[config.mk]
export PLATFORM = sky130hd
export DESIGN_NAME = qos_wrr
export DESIGN_NICKNAME = d
export VERILOG_FILES = /design/src/rtl/qos_pkg.sv /design/src/rtl/qos_vc_fifo.sv /design/src/rtl/qos_wrr.sv
export SDC_FILE = /design/constraint.sdc
export NUM_CORES = 1
export LEC_CHECK = 0
export CAP_MARGIN = 10
export CORE_MARGIN = 2
export CORE_UTILIZATION = 56
export CTS_CLUSTER_SIZE = 14
export DETAILED_ROUTE_END_ITERATION = 10
export GPL_TIMING_DRIVEN = 0
export PLACE_DENSITY = 0.75
export REMOVE_ABC_BUFFERS = 1
export SYNTH_ARGS = -nofsm -noshare
export SYNTH_HDL_FRONTEND = slang
export SYNTH_SLANG_ARGS = --single-unit
[constraint.sdc]
create_clock -name clk -period 4.4 [get_ports clk]
set_clock_uncertainty 0.15 [all_clocks]
set_input_delay 0.88 -clock clk [delete_from_list [all_inputs] [get_ports clk]]
set_output_delay 0.88 -clock clk [all_outputs]
set_load 0.005 [all_outputs]
[src/rtl/qos_pkg.sv]
// rtl/qos_pkg.sv - shared FSM encoding, default parameters and search helper for qos_wrr
package qos_pkg;

    localparam int DEF_NUM_VC   = 4;
    localparam int DEF_DATA_W   = 8;
    localparam int DEF_DEPTH    = 8;
    localparam int DEF_WEIGHT_W = 6;

    typedef enum logic [1:0] {
        ST_IDLE  = 2'd0,
        ST_ARB   = 2'd1,
        ST_SERVE = 2'd2
    } qos_state_t;

    // Cyclic successor used by the round-robin search.
    function automatic int wrap_add(input int base, input int step, input int n);
        return (base + step) % n;
    endfunction

endpackage

[src/rtl/qos_vc_fifo.sv]
// rtl/qos_vc_fifo.sv - show-ahead per-VC FIFO with occupancy count
module qos_vc_fifo
    import qos_pkg::*;
#(
    parameter int DATA_W = DEF_DATA_W,
    parameter int DEPTH  = DEF_DEPTH
) (
    input  logic                   clk,
    input  logic                   rst,
    input  logic                   enb,
    input  logic                   push,
    input  logic [DATA_W-1:0]      wr_data,
    input  logic                   pop,
    output logic [DATA_W-1:0]      head,
    output logic [$clog2(DEPTH):0] count,
    output logic                   full,
    output logic                   empty
);
    localparam int AW = $clog2(DEPTH);
    localparam int CW = AW + 1;

    logic [DATA_W-1:0] mem [DEPTH];
    logic [AW-1:0]     wr_ptr;
    logic [AW-1:0]     rd_ptr;
    logic              do_push;
    logic              do_pop;

    assign full    = (count == CW'(DEPTH));
    assign empty   = (count == '0);
    // Fullness uses the pre-edge count: a push to a full FIFO is dropped even if a pop frees a slot this cycle.
    assign do_push = enb && push && !full;
    assign do_pop  = enb && pop && !empty;
    assign head    = mem[rd_ptr];

    always_ff @(posedge clk) begin
        if (do_push) begin
            mem[wr_ptr] <= wr_data;
        end
    end

    always_ff @(posedge clk or negedge rst) begin
        if (!rst) begin
            wr_ptr <= '0;
            rd_ptr <= '0;
            count  <= '0;
        end else begin
            if (do_push) begin
                wr_ptr <= wr_ptr + 1'b1;
            end
            if (do_pop) begin
                rd_ptr <= rd_ptr + 1'b1;
            end
            count <= count + CW'(do_push) - CW'(do_pop);
        end
    end

endmodule

[src/rtl/qos_wrr.sv]
// rtl/qos_wrr.sv - weighted round-robin VC scheduler; define QOS_DROP_CNT_EN for per-VC drop counters
module qos_wrr
    import qos_pkg::*;
#(
    parameter int NUM_VC   = DEF_NUM_VC,
    parameter int DATA_W   = DEF_DATA_W,
    parameter int DEPTH    = DEF_DEPTH,
    parameter int WEIGHT_W = DEF_WEIGHT_W
) (
    input  logic                       clk,
    input  logic                       rst,
    input  logic                       enb,
    input  logic                       wr_en,
    input  logic [$clog2(NUM_VC)-1:0]  vc_id,
    input  logic [DATA_W-1:0]          data_in,
    input  logic [$clog2(DEPTH):0]     umbral_max,
    input  logic [$clog2(DEPTH):0]     umbral_min,
    input  logic [NUM_VC*WEIGHT_W-1:0] mem_pesos,
    input  logic                       out_ready,
    output logic                       out_valid,
    output logic [DATA_W-1:0]          out_data,
    output logic [$clog2(NUM_VC)-1:0]  out_vc,
    output logic [NUM_VC-1:0]          pausa,
    output logic [NUM_VC-1:0]          continuar,
    output logic [NUM_VC-1:0]          error_full,
    output logic                       idle
`ifdef QOS_DROP_CNT_EN
    ,
    output logic [NUM_VC*8-1:0]        drop_cnt
`endif
);
    localparam int VC_W = $clog2(NUM_VC);
    localparam int CW   = $clog2(DEPTH) + 1;

    qos_state_t                    state;
    logic [WEIGHT_W-1:0]           credit;
    logic [VC_W-1:0]               last_vc;
    logic [VC_W-1:0]               pick;
    logic [WEIGHT_W-1:0]           pick_weight;
    logic                          found;
    logic                          pop_now;
    logic [NUM_VC-1:0]             full;
    logic [NUM_VC-1:0]             empty;
    logic [NUM_VC-1:0]             eligible;
    logic [NUM_VC-1:0]             paused;
    logic [NUM_VC-1:0][DATA_W-1:0] head;
    logic [NUM_VC-1:0][CW-1:0]     occ;

    assign pop_now = out_valid && out_ready;

    for (genvar v = 0; v < NUM_VC; v++) begin : g_vc
        qos_vc_fifo #(
            .DATA_W (DATA_W),
            .DEPTH  (DEPTH)
        ) u_fifo (
            .clk     (clk),
            .rst     (rst),
            .enb     (enb),
            .push    (wr_en && (vc_id == VC_W'(v))),
            .wr_data (data_in),
            .pop     (pop_now && (out_vc == VC_W'(v))),
            .head    (head[v]),
            .count   (occ[v]),
            .full    (full[v]),
            .empty   (empty[v])
        );
        assign eligible[v] = !empty[v] && (mem_pesos[v*WEIGHT_W +: WEIGHT_W] != '0);
    end

    always_comb begin
        found = 1'b0;
        pick  = '0;
        for (int i = 1; i <= NUM_VC; i++) begin
            if (!found && eligible[wrap_add(int'(last_vc), i, NUM_VC)]) begin
                found = 1'b1;
                pick  = VC_W'(wrap_add(int'(last_vc), i, NUM_VC));
            end
        end
    end

    assign pick_weight = mem_pesos[int'(pick)*WEIGHT_W +: WEIGHT_W];
    assign out_data    = out_valid ? head[out_vc] : '0;

    always_ff @(posedge clk or negedge rst) begin
        if (!rst) begin
            state     <= ST_IDLE;
            last_vc   <= VC_W'(NUM_VC - 1);
            credit    <= '0;
            out_valid <= 1'b0;
            out_vc    <= '0;
            idle      <= 1'b1;
        end else if (enb) begin
            case (state)
                ST_IDLE: begin
                    if (|eligible) begin
                        state <= ST_ARB;
                        idle  <= 1'b0;
                    end
                end
                ST_ARB: begin
                    if (found) begin
                        state     <= ST_SERVE;
                        out_vc    <= pick;
                        credit    <= pick_weight;
                        out_valid <= 1'b1;
                    end else begin
                        state <= ST_IDLE;
                        idle  <= 1'b1;
                    end
                end
                ST_SERVE: begin
                    if (out_ready) begin
                        credit <= credit - 1'b1;
                        // The run ends when this pop spends the last credit or takes the last word.
                        if (credit == WEIGHT_W'(1) || occ[out_vc] == CW'(1)) begin
                            state     <= ST_ARB;
                            out_valid <= 1'b0;
                            last_vc   <= out_vc;
                        end
                    end
                end
                default: begin
                    state     <= ST_IDLE;
                    out_valid <= 1'b0;
                    idle      <= 1'b1;
                end
            endcase
        end
    end

    always_ff @(posedge clk or negedge rst) begin
        if (!rst) begin
            paused     <= '0;
            pausa      <= '0;
            continuar  <= '0;
            error_full <= '0;
        end else if (!enb) begin
            pausa      <= '0;
            continuar  <= '0;
            error_full <= '0;
        end else begin
            for (int v = 0; v < NUM_VC; v++) begin
                pausa[v]      <= 1'b0;
                continuar[v]  <= 1'b0;
                error_full[v] <= wr_en && (vc_id == VC_W'(v)) && full[v];
                // Resume is only considered while paused, so the two pulses can never coincide.
                if (paused[v] && occ[v] <= umbral_min) begin
                    continuar[v] <= 1'b1;
                    paused[v]    <= 1'b0;
                end else if (!paused[v] && occ[v] >= umbral_max) begin
                    pausa[v]  <= 1'b1;
                    paused[v] <= 1'b1;
                end
            end
        end
    end

`ifdef QOS_DROP_CNT_EN
    always_ff @(posedge clk or negedge rst) begin
        if (!rst) begin
            drop_cnt <= '0;
        end else if (enb && wr_en && full[vc_id] && drop_cnt[int'(vc_id)*8 +: 8] != 8'hFF) begin
            drop_cnt[int'(vc_id)*8 +: 8] <= drop_cnt[int'(vc_id)*8 +: 8] + 8'd1;
        end
    end
`endif

endmodule
-- After elaboration in Yosys (flattened, before gate mapping)
Memory sizes are Yosys's and may differ from the RTL's.
Index checks and enable logic that the tools add are counted.
- reductions and logical operators: 91
- $mul: 1
- shift operators: 1
- bitwise logic cells: 6
- eq/ne operators: 19
- magnitude comparators: 13
- divide/modulo/power cells: 0
- $add $sub $neg: 21
- muxes and demuxes: 71
- operators by type and width (cell ; number):
    1-bit 2-to-1 mux ; 45
    1-bit logical AND ; 44
    3-bit by 1-bit adder with 3-bit output (second input constant) ; 8
    6-bit nonzero test ; 4
    24-bit by 6-bit indexed part select with 6-bit output ; 1
    4-bit by 1-bit adder with 4-bit output ; 4
    8-bit binary-select mux with 2-bit select ; 1
    4-bit equality test (second input constant) ; 4
    4-bit greater-or-equal comparator ; 4
    4-bit <= comparator ; 4
    4-bit logical NOT ; 4
    3-bit by 4-bit less-than comparator with 1-bit output (second input constant) ; 4
    2-bit 2-to-1 mux ; 8
    4-bit 2-to-1 mux ; 4
    8-bit 2-to-1 mux ; 2
    4-bit AND reduction ; 4
    4-bit by 1-bit subtractor with 4-bit output ; 4
    1-bit logical NOT ; 15
    6-bit 2-to-1 mux ; 2
    6-bit one-hot mux with 2 select lines ; 1
    2-bit equality test (second input constant) ; 5
    2-bit != test (second input constant) ; 5
    2-bit nonzero test ; 5
    1-bit binary-select mux with 2-bit select ; 4
    20 further kinds ; 37
- bits in registers: 70
- memory bits (read-only): 0
- output and inout bits: 24
- bits of input ports: 47
- bits in latches: 0
- memory bits (writable): 256
- logic and storage cells: 252
- memories: 4
- memory list (name ; depth ; width ; read ports ; clocked after Yosys merged registers in ; wr ports ; RTL line ; source):
    g_vc[0].u_fifo.mem ; 8 ; 8 ; 1 ; 0 ; 1 ; qos_vc_fifo.sv:22 ; logic [DATA_W-1:0] mem [DEPTH];
    g_vc[1].u_fifo.mem ; 8 ; 8 ; 1 ; 0 ; 1 ; qos_vc_fifo.sv:22 ;
    g_vc[2].u_fifo.mem ; 8 ; 8 ; 1 ; 0 ; 1 ; qos_vc_fifo.sv:22 ;
    g_vc[3].u_fifo.mem ; 8 ; 8 ; 1 ; 0 ; 1 ; qos_vc_fifo.sv:22 ;

-- Logic depth before layout (Yosys ltp)
Gate-level depths: netlist (run 1).
- depth in word-level cells: 20
- depth in mapped cells: 10
- gate-level depth less buffers: 10

-- Hierarchy
Synthesis (run 1) repeated with hierarchy kept, for this count alone.
- cell total of the unflattened synthesis: 875
- area total of the unflattened synthesis: 14980.6 um^2
- modules (own cells, without submodules) (module ; instances ; area each (um^2) ; cells each ; sequential area each (um^2)):
    qos_vc_fifo ; 4 ; 3071.7 ; 149 ; 2172.1
    qos_wrr ; 1 ; 2693.8 ; 279 ; 754.5

-- Worst setup path after synthesis (run 1)
No wires, ideal clock.
- kind: input to register
- start point: in enb
- end point: mem g_vc[0].u_fifo.mem[4][0] (netlist bit) (enable)
- path buffers: 0
- setup time: 0.383 ns
- cell stages on the path: 4
- arrival time: 2.631 ns
- slack: 1.236 ns
- data required time: 3.867 ns
- cell sequence: nand2_1 -> a2111oi_1 -> nand2_1 -> nor3_1
- cells in the longest elaborated chain, start to end: 4
- RTL lines (item ; RTL line ; source):
    from (decl) ; qos_wrr.sv:12 ; input logic enb,
    1-bit logical AND (2 in a row) ; qos_vc_fifo.sv:31 ; assign do_push = enb && push && !full;
    net g_vc[0].u_fifo.do_push ; qos_vc_fifo.sv:25 ; logic do_push;
    1-bit 2-to-1 mux ; qos_vc_fifo.sv:36 ; if (do_push) begin
    1-bit 2-to-1 mux (not written as such) ; qos_vc_fifo.sv:37 ; mem[wr_ptr] <= wr_data;
    to (decl) ; qos_vc_fifo.sv:22 ;
The timed path passes the listed nets, and every way through them passes these cells.

-- Worst setup path after layout (run 1)
- start point: reg g_vc[1].u_fifo.rd_ptr[1]
- end point: out out_data[5]
- cells in the longest elaborated chain, start to end: 4
- RTL lines (item ; RTL line ; source):
    from (decl) ; qos_vc_fifo.sv:24 ; logic [AW-1:0] rd_ptr;
    from (signal assigned) ; qos_vc_fifo.sv:51 ; rd_ptr <= rd_ptr + 1'b1;
    memory 8 x 8 bit ; - ;
    8-bit binary-select mux with 2-bit select ; qos_wrr.sv:82 ; assign out_data = out_valid ? head[out_vc] : '0;
    8-bit 2-to-1 mux (not written as such) ; qos_wrr.sv:82 ;
    8-bit 2-to-1 mux ; qos_wrr.sv:82 ;
    to (decl) ; qos_wrr.sv:21 ; output logic [DATA_W-1:0] out_data,
No other way between the ends. The select of a mux whose other input is x is not followed.

==> results.md, run 1 <==
## Run status
• completed — outcome

## Logic synthesis
• sky130_fd_sc_hd__edfxtp_1, sky130_fd_sc_hd__dfrtp_1, sky130_fd_sc_hd__mux4_2 — ranking of synthesized cells by area
• 65.2% — sequential area share after synthesis
• 863 — post-synthesis cell count
• sky130_fd_sc_hd__edfxtp_1 — cell taking the most area after synthesis
• 16.8 um2 — post-synthesis average cell area
• 53.1% — area share of the largest cell type after synthesis
• sky130_fd_sc_hd__edfxtp_1, sky130_fd_sc_hd__mux4_2, sky130_fd_sc_hd__dfrtp_1, sky130_fd_sc_hd__ha_1, sky130_fd_sc_hd__mux2i_1 — most frequent cells after synthesis
• sky130_fd_sc_hd__edfxtp_1 — top_reg_cell synth
• 256 — number of synthesized flops with an enable pin
• 0 — synthesis warning total
• sky130_fd_sc_hd__edfxtp_1 — most repeated cell in the gate-level netlist after synthesis
• 58 — count of cell types in the netlist
• 14500 um2 — Netlist Area Pre-Place
• 326 — number of synthesized register bits
• 21.5% — async set or reset register ratio after synthesis

## GRT
• 0 — global route overflow
• 44500 um — first-pass GRT wire length
• 7871 — via count of the first global-routing pass
• 22.3% — global-route usage over all layers
• 0 — initial antenna violation count
• 40 — pin count of the biggest net entering global routing

## Layout
• 0 — n_diodes
• 17.2% — share of final-layout standard cells stronger than drive strength 1
• 66.4% — final core utilization
• 1073 — number of nets in the layout
• 15.8% — Layout Area Growth over Synthesis
• 1311 — Cell Count, Final, Fillers Out

## Critical path
• flip-flop — Worst Setup Start Kind
• 8 — cell count of the worst reg-to-reg path
• 3370 ps — worst endpoint required time
• flip-flop to output pin — startpoint-to-endpoint class of the critical path
• 3190 ps — Crit path arrival time
• output pin — type of destination of the critical path
• 18 — Worst Path Max Fanout

## STA
• 19.8% — worst slew margin relative to its limit
• 0 — count of endpoints failing setup in the final report
• 0.237 GHz — Fmax achieved
• 1200 ps — slew of the pin with the lowest slew margin
• 0 — Final Hold Vio Count
• 95.8% — fraction of the cycle the final worst path needs
• false — setup repair after global routing missed its margin
• 179 ps — tightest hold margin
• 0 — pins over their slew limit
• 183 ps — setup slack of the critical path after layout
• 4220 ps — crit path time final

## Placement
• 70 — number of port buffers
• 18700 um — HPWL after detailed placement
• -603 ps — worst setup slack before clock tree synthesis
• 1237 — post-placement cell count
• 0.825 — routability congestion estimate from global placement

## Clock tree
• 2 — CTS HTree Levels
• 510 ps — clock latency on the worst-skew pair
• 326 — total number of clock tree sinks
• 3 — Clock Tree Buf Depth
• sky130_fd_sc_hd__clkbuf_16 — CTS root buf
• 34 — Inserted Clock Buffers
• 0 — number of setup buffers added after CTS
• built — TritonCTS clock tree
• 60 ps — Worst-path clk slew

## Floorplan
• 57.3% — initial cell density of the core
• 25300 um2 — area inside the core boundary
• 165 um — die outline height
• 58 — Row Count
• 27200 um2 — Die ar.
• 71 — Ports
• 165 um — die span in x

## Routing
• 0 — final antenna-violating net count
• 29300 um — Routed Wire Length
• 523 — DRC marker count from the first detailed-route iteration
• 22.3 um — DR WL/cell
• 5 — Initial DRT Pass Iterations
• 0 — DRC violations left
• 7734 — overall via count from detail_route
• 5.90 — Vias/cell

## Power
• 6.05 nW — Leak Pwr
• 580 nW/um2 — Power Density
• 0.382 mV — maximum VDD drop

## Hold path
• input pin to asynchronous set/reset pin — Hold Path Class

## Job
• 0 — number of violations of the max-capacitance limit

-- layout make-up --
cell class                      instances  area (um2)
Timing Repair Buffer                   84         868
Clock inverter                         14         148
Tap cell                              330         413
Sequential cell                       326        9450
Clock buffer                           47         971
Multi-Input combinational cell        470        4770
Inverter                               40         150
Fill cell                            1724        8490
-- state kept, by name (all words and copies together), names as in the netlist --
register	cells
idle	1
g_vc.u_fifo.rd_ptr	12
g_vc.u_fifo.count	16
pausa	4
g_vc.u_fifo.mem	256
out_valid	1
g_vc.u_fifo.wr_ptr	12
state	2
last_vc	2
credit	6
continuar	4
error_full	4
paused	4
out_vc	2
-- worst paths after layout --
check                                          from                 endpoint  slack [ps]
min in group clk                          paused[1]                 pausa[1]         320
max                        g_vc[1].u_fifo.rd_ptr[1]              out_data[5]         180
max reg2reg                               out_vc[1]  g_vc[3].u_fifo.count[3]        1110
max in group asynchronous                       rst               last_vc[0]        3290
min                                             rst             continuar[1]         180
min reg2reg                               paused[1]                 pausa[1]         320
-- cell usage in the layout, fill, tap and decap left out, types with 16 or more instances in the layout --
master / count
sky130_fd_sc_hd__a21o_1: 18
sky130_fd_sc_hd__a21oi_1: 21
sky130_fd_sc_hd__clkbuf_16: 35
sky130_fd_sc_hd__clkdlybuf4s50_1: 69
sky130_fd_sc_hd__dfrtp_1: 63
sky130_fd_sc_hd__edfxtp_1: 256
sky130_fd_sc_hd__ha_1: 66
sky130_fd_sc_hd__inv_1: 40
sky130_fd_sc_hd__mux2i_1: 42
sky130_fd_sc_hd__mux4_2: 73
sky130_fd_sc_hd__nand2_1: 40
sky130_fd_sc_hd__nand2b_1: 20
sky130_fd_sc_hd__nor2_1: 41
sky130_fd_sc_hd__nor3_1: 16
-- cell families (layout without fill, tap and decap cells) --
logic type	count (synthesis)	in the layout	synth area share [%]
AOI/OAI and AO/OA	85	85	4.04
xor gates and xnor gates	24	24	1.45
adders and majority gates	70	70	6.26
buffers and inverters	67	185	1.97
DFF	326	326	65.2
muxes	124	124	15.0
and+or+nand+nor	167	167	6.10
-- critical path, cell delays in order, from the launching register on --
cell and delay, ps:
sky130_fd_sc_hd__dfrtp_1 840, sky130_fd_sc_hd__mux4_2 360, sky130_fd_sc_hd__mux2i_1 150, sky130_fd_sc_hd__mux4_2 520, sky130_fd_sc_hd__nor2b_1 230, sky130_fd_sc_hd__clkdlybuf4s50_1 550
-- metrics by stage --
stage / power, mW / instance area [um2] / setup TNS [ps]
3_5_place_dp: 6.92 / 15500 / -49950
3_3_place_gp: 6.84 / 15500 / -65700
5_1_grt: 10.2 / 16800 / 0
4_1_cts: 9.78 / 16600 / 0
2_1_floorplan: 5.96 / 14300 / 0
6_report: 9.72 / 16800 / 0
-- report_power, final --
part	leakage, nW	internal [mW]	switching, mW	total [mW]
registers	3.16	3.65	0.629	4.28
logic	2.35	1.47	1.14	2.61
clock network	0.544	1.67	1.16	2.83
total	6.05	6.80	2.93	9.72
-- per-layer routing --
metal | routed length [um] | GRT usage (%) | vias to the layer above
met5 | 0 | 1.33 | -
met4 | 856 | 7.83 | 0
met3 | 1980 | 4.02 | 59
met2 | 14300 | 36.8 | 261
met1 | 12200 | 30.1 | 3860
li1 | - | - | 3554
-- what timing repair did --
| item | 4_1_cts | 5_1_grt |
|---|---|---|
| hold buffers | 0 | 0 |
| setup endpoints to repair | 36 | 0 |
| gates resized for setup | 8 | 0 |
No activity file was read; power rests on OpenSTA's default activity.
==> run 2, diff against run 1 <==
Settings changed: CORE_ASPECT_RATIO set to 1.4.
==> run 2 against run 1 <==
  * Clock power down 5%
  * First-iteration DRC count down 26%
  * Cell count down 1.1%
  * Clock-buffer cell count down 3
  * Worst setup slack better by 45 ps
  * Sequential share of layout area up 0.28 points
  * Via count up 0.10%
  * Core utilization down 0.66 points
  * Cell area down 0.50%
  * Total power down 1.2%
  * Sequential cell count unchanged
  * Combinational power up 2%
  * Critical endpoint is now out_data[2]
==> results.md, run 2 (synthesis results as in run 1) <==
## Critical path
• 9 — cell count of the worst reg-to-reg path, was 8
• g_vc[0].u_fifo.count[2] — Crit Reg-Reg Startpoint, was out_vc[1]
• 3140 ps — Crit path arrival time, was 3190 ps
• 18 — Worst Path Max Fanout, unchanged
• 820 ps — setup slack on the worst flop-to-flop path, was 1110 ps
• 3370 ps — worst endpoint required time, about the same
• credit[1] — endpoint of the worst register-to-register path, was g_vc[3].u_fifo.count[3]
• flip-flop to output pin — startpoint-to-endpoint class of the critical path, unchanged
• output pin — type of destination of the critical path, unchanged
• flip-flop — Worst Setup Start Kind, unchanged

## STA
• 0 — count of endpoints failing setup in the final report, unchanged
• 4170 ps — crit path time final, was 4220 ps
• false — setup repair after global routing missed its margin, unchanged
• 0 — Final Hold Vio Count, unchanged
• 17.3% — worst slew margin relative to its limit, was 19.8%
• 94.8% — fraction of the cycle the final worst path needs, was 95.8%
• 323 ps — tightest hold margin, was 179 ps
• 0.240 GHz — Fmax achieved, was 0.237 GHz
• 0 ps — post-route setup TNS, unchanged
• 1230 ps — slew of the pin with the lowest slew margin, was 1200 ps
• 0 — pins over their slew limit, unchanged

## GRT
• 7962 — via count of the first global-routing pass, was 7871
• 64 — pin count of the biggest net entering global routing, was 40
• 0 — initial antenna violation count, unchanged
• 46100 um — first-pass GRT wire length, was 44500 um
• 22.3% — global-route usage over all layers, about the same
• 0 — global route overflow, unchanged

## Hold path
• 1 — Min-Delay Path Depth
• flip-flop to flip-flop — Hold Path Class, was input pin to asynchronous set/reset pin
• paused[0] — hold_sp
• pausa[0] — hold-critical path endpoint

## Floorplan
• 69 — Row Count, was 58
• 25400 um2 — area inside the core boundary, was 25300 um2
• 27200 um2 — Die ar., about the same
• 71 — Ports, unchanged
• 57.0% — initial cell density of the core, was 57.3%
• 140 um — die span in x, was 165 um
• 194 um — die outline height, was 165 um

## Routing
• 23.2 um — DR WL/cell, was 22.3 um
• 30000 um — Routed Wire Length, was 29300 um
• 1390 um — met3 wirelength from detailed routing, was 1980 um
• 7742 — overall via count from detail_route, was 7734
• 11500 um — post-route met1 wirelength, was 12200 um
• 0 — DRC violations left, unchanged
• 0 — final antenna-violating net count, unchanged
• 6 — Initial DRT Pass Iterations, was 5
• 388 — DRC marker count from the first detailed-route iteration, was 523
• 16400 um — total met2 wirelength after detailed routing, was 14300 um
• met4 — topmost layer with routed signal wires, unchanged
• 5.97 — Vias/cell, was 5.90

## Run status
• completed — outcome, unchanged

## Clock tree
• 70 ps — Worst-path clk slew, was 60 ps
• 550 ps — clock latency on the worst-skew pair, was 510 ps
• 326 — total number of clock tree sinks, unchanged
• built — TritonCTS clock tree, unchanged
• sky130_fd_sc_hd__clkbuf_16 — CTS root buf, unchanged
• 3 — Clock Tree Buf Depth, unchanged
• 30 — Inserted Clock Buffers, was 34
• 1 — CTS HTree Levels, was 2

## Layout
• 16.5% — share of final-layout standard cells stronger than drive strength 1, was 17.2%
• 1070 — number of nets in the layout, was 1073
• 16700 um2 — post-route standard cell area excluding fillers, was 16800 um2
• g_vc.u_fifo.mem x256, g_vc.u_fifo.count x16 — largest registers ranked by flip-flop count, unchanged
• 1751 — number of inserted filler cells in the final layout, was 1724
• g_vc.u_fifo.mem — register bank with the most flops, unchanged
• sky130_fd_sc_hd__edfxtp_1 — most common cell after layout, fill and taps aside, unchanged
• sky130_fd_sc_hd__edfxtp_1, sky130_fd_sc_hd__mux4_2, sky130_fd_sc_hd__clkdlybuf4s50_1 — commonest non-fill, non-tap cells in the layout, unchanged
• 15.2% — Layout Area Growth over Synthesis, was 15.8%
• 256 — flip-flop count of the largest register after layout, unchanged
• 0 — n_diodes, unchanged

## Power
• 6.03 nW — Leak Pwr, was 6.05 nW
• 0.375 mV — maximum VDD drop, was 0.382 mV
• 575 nW/um2 — Power Density, was 580 nW/um2
• 9.60 mW — overall power of the completed layout, was 9.72 mW

## Placement
• 0.852 — routability congestion estimate from global placement, was 0.825
• 70 — number of port buffers, unchanged
• 19800 um — HPWL after detailed placement, was 18700 um
• 15500 um2 — instance area at placement, about the same

## Job
• 0 — number of violations of the max-capacitance limit, unchanged

==> run 2: changes by cell type in the layout (fill, tap and decap cells not counted), moves of 3 or more <==
cell	before	now
sky130_fd_sc_hd__buf_16	1	5
sky130_fd_sc_hd__clkinv_2	3	6
sky130_fd_sc_hd__clkbuf_16	35	32
sky130_fd_sc_hd__clkinv_1	4	1
sky130_fd_sc_hd__buf_2	3	6
sky130_fd_sc_hd__clkbuf_1	7	10
sky130_fd_sc_hd__nor3_1	16	19
sky130_fd_sc_hd__nor3_2	4	1
sky130_fd_sc_hd__buf_8	6	0
==> run 2: how the worst max path moves through the flow <==
stage | start | to | slack [ps]
final | g_vc[1].u_fifo.rd_ptr[1] | out_data[2] | 230
after global placement | enb | g_vc[0].u_fifo.mem[4][7] | -810
after global routing | g_vc[1].u_fifo.rd_ptr[1] | out_data[2] | 90
after detailed placement | enb | g_vc[2].u_fifo.mem[2][1] | -500
after floorplan | enb | g_vc[0].u_fifo.mem[4][0] | 1240
after CTS | enb | g_vc[2].u_fifo.mem[2][6] | 30
==> run 2: worst max-delay path, stage by stage, from the launching register on <==
cell	delay, ps
sky130_fd_sc_hd__dfrtp_1	870
sky130_fd_sc_hd__mux4_2	380
sky130_fd_sc_hd__mux2i_1	130
sky130_fd_sc_hd__mux4_2	530
sky130_fd_sc_hd__nor2b_1	150
sky130_fd_sc_hd__clkdlybuf4s50_1	520
==> run 2: power breakdown <==
| part | switching, mW | internal, mW |
|---|---|---|
| Clock | 1.11 | 1.58 |
| Sequential | 0.613 | 3.65 |
| Combinational | 1.18 | 1.48 |
==> run 2: area by class of cell <==
type                    instances  area [um2]  share of cell area (%)
flip-flops and latches        326        9450                    56.6
multi-input cells             470        4750                    28.5
repair buffers                 85         916                    5.49
clock buffers                  44         855                    5.12
well taps                     319         399                    2.39
clock inverters                12         161                   0.967
inverters                      40         150                   0.900
==> run 2: timing repair <==
action / 4_1_cts / 5_1_grt
endpoints found under the hold margin: 3 / 0
hold buffers: 1 / 0
setup endpoints to repair: 8 / 0
gates resized for setup: 4 / 0
setup buffers: 0 / 0
==> run 2: metrics by stage <==
stage / utilization [%] / worst slack (ps) / cells
final: 65.7 / 228 / 1296
after global routing: 65.7 / 86.9 / 1296
after CTS: 65.1 / 27.4 / 1286
after detailed placement: 61.0 / -500 / 1229
after global placement: 60.8 / -808 / 1225
after floorplan: - / 1240 / 836
==> run 2: per-layer routing <==
metal  vias to the layer above  GRT usage [%]
met5                         -              0
met4                         0           6.59
met3                        39           2.89
met2                       218           40.7
met1                      3940           27.8
li1                       3545              -
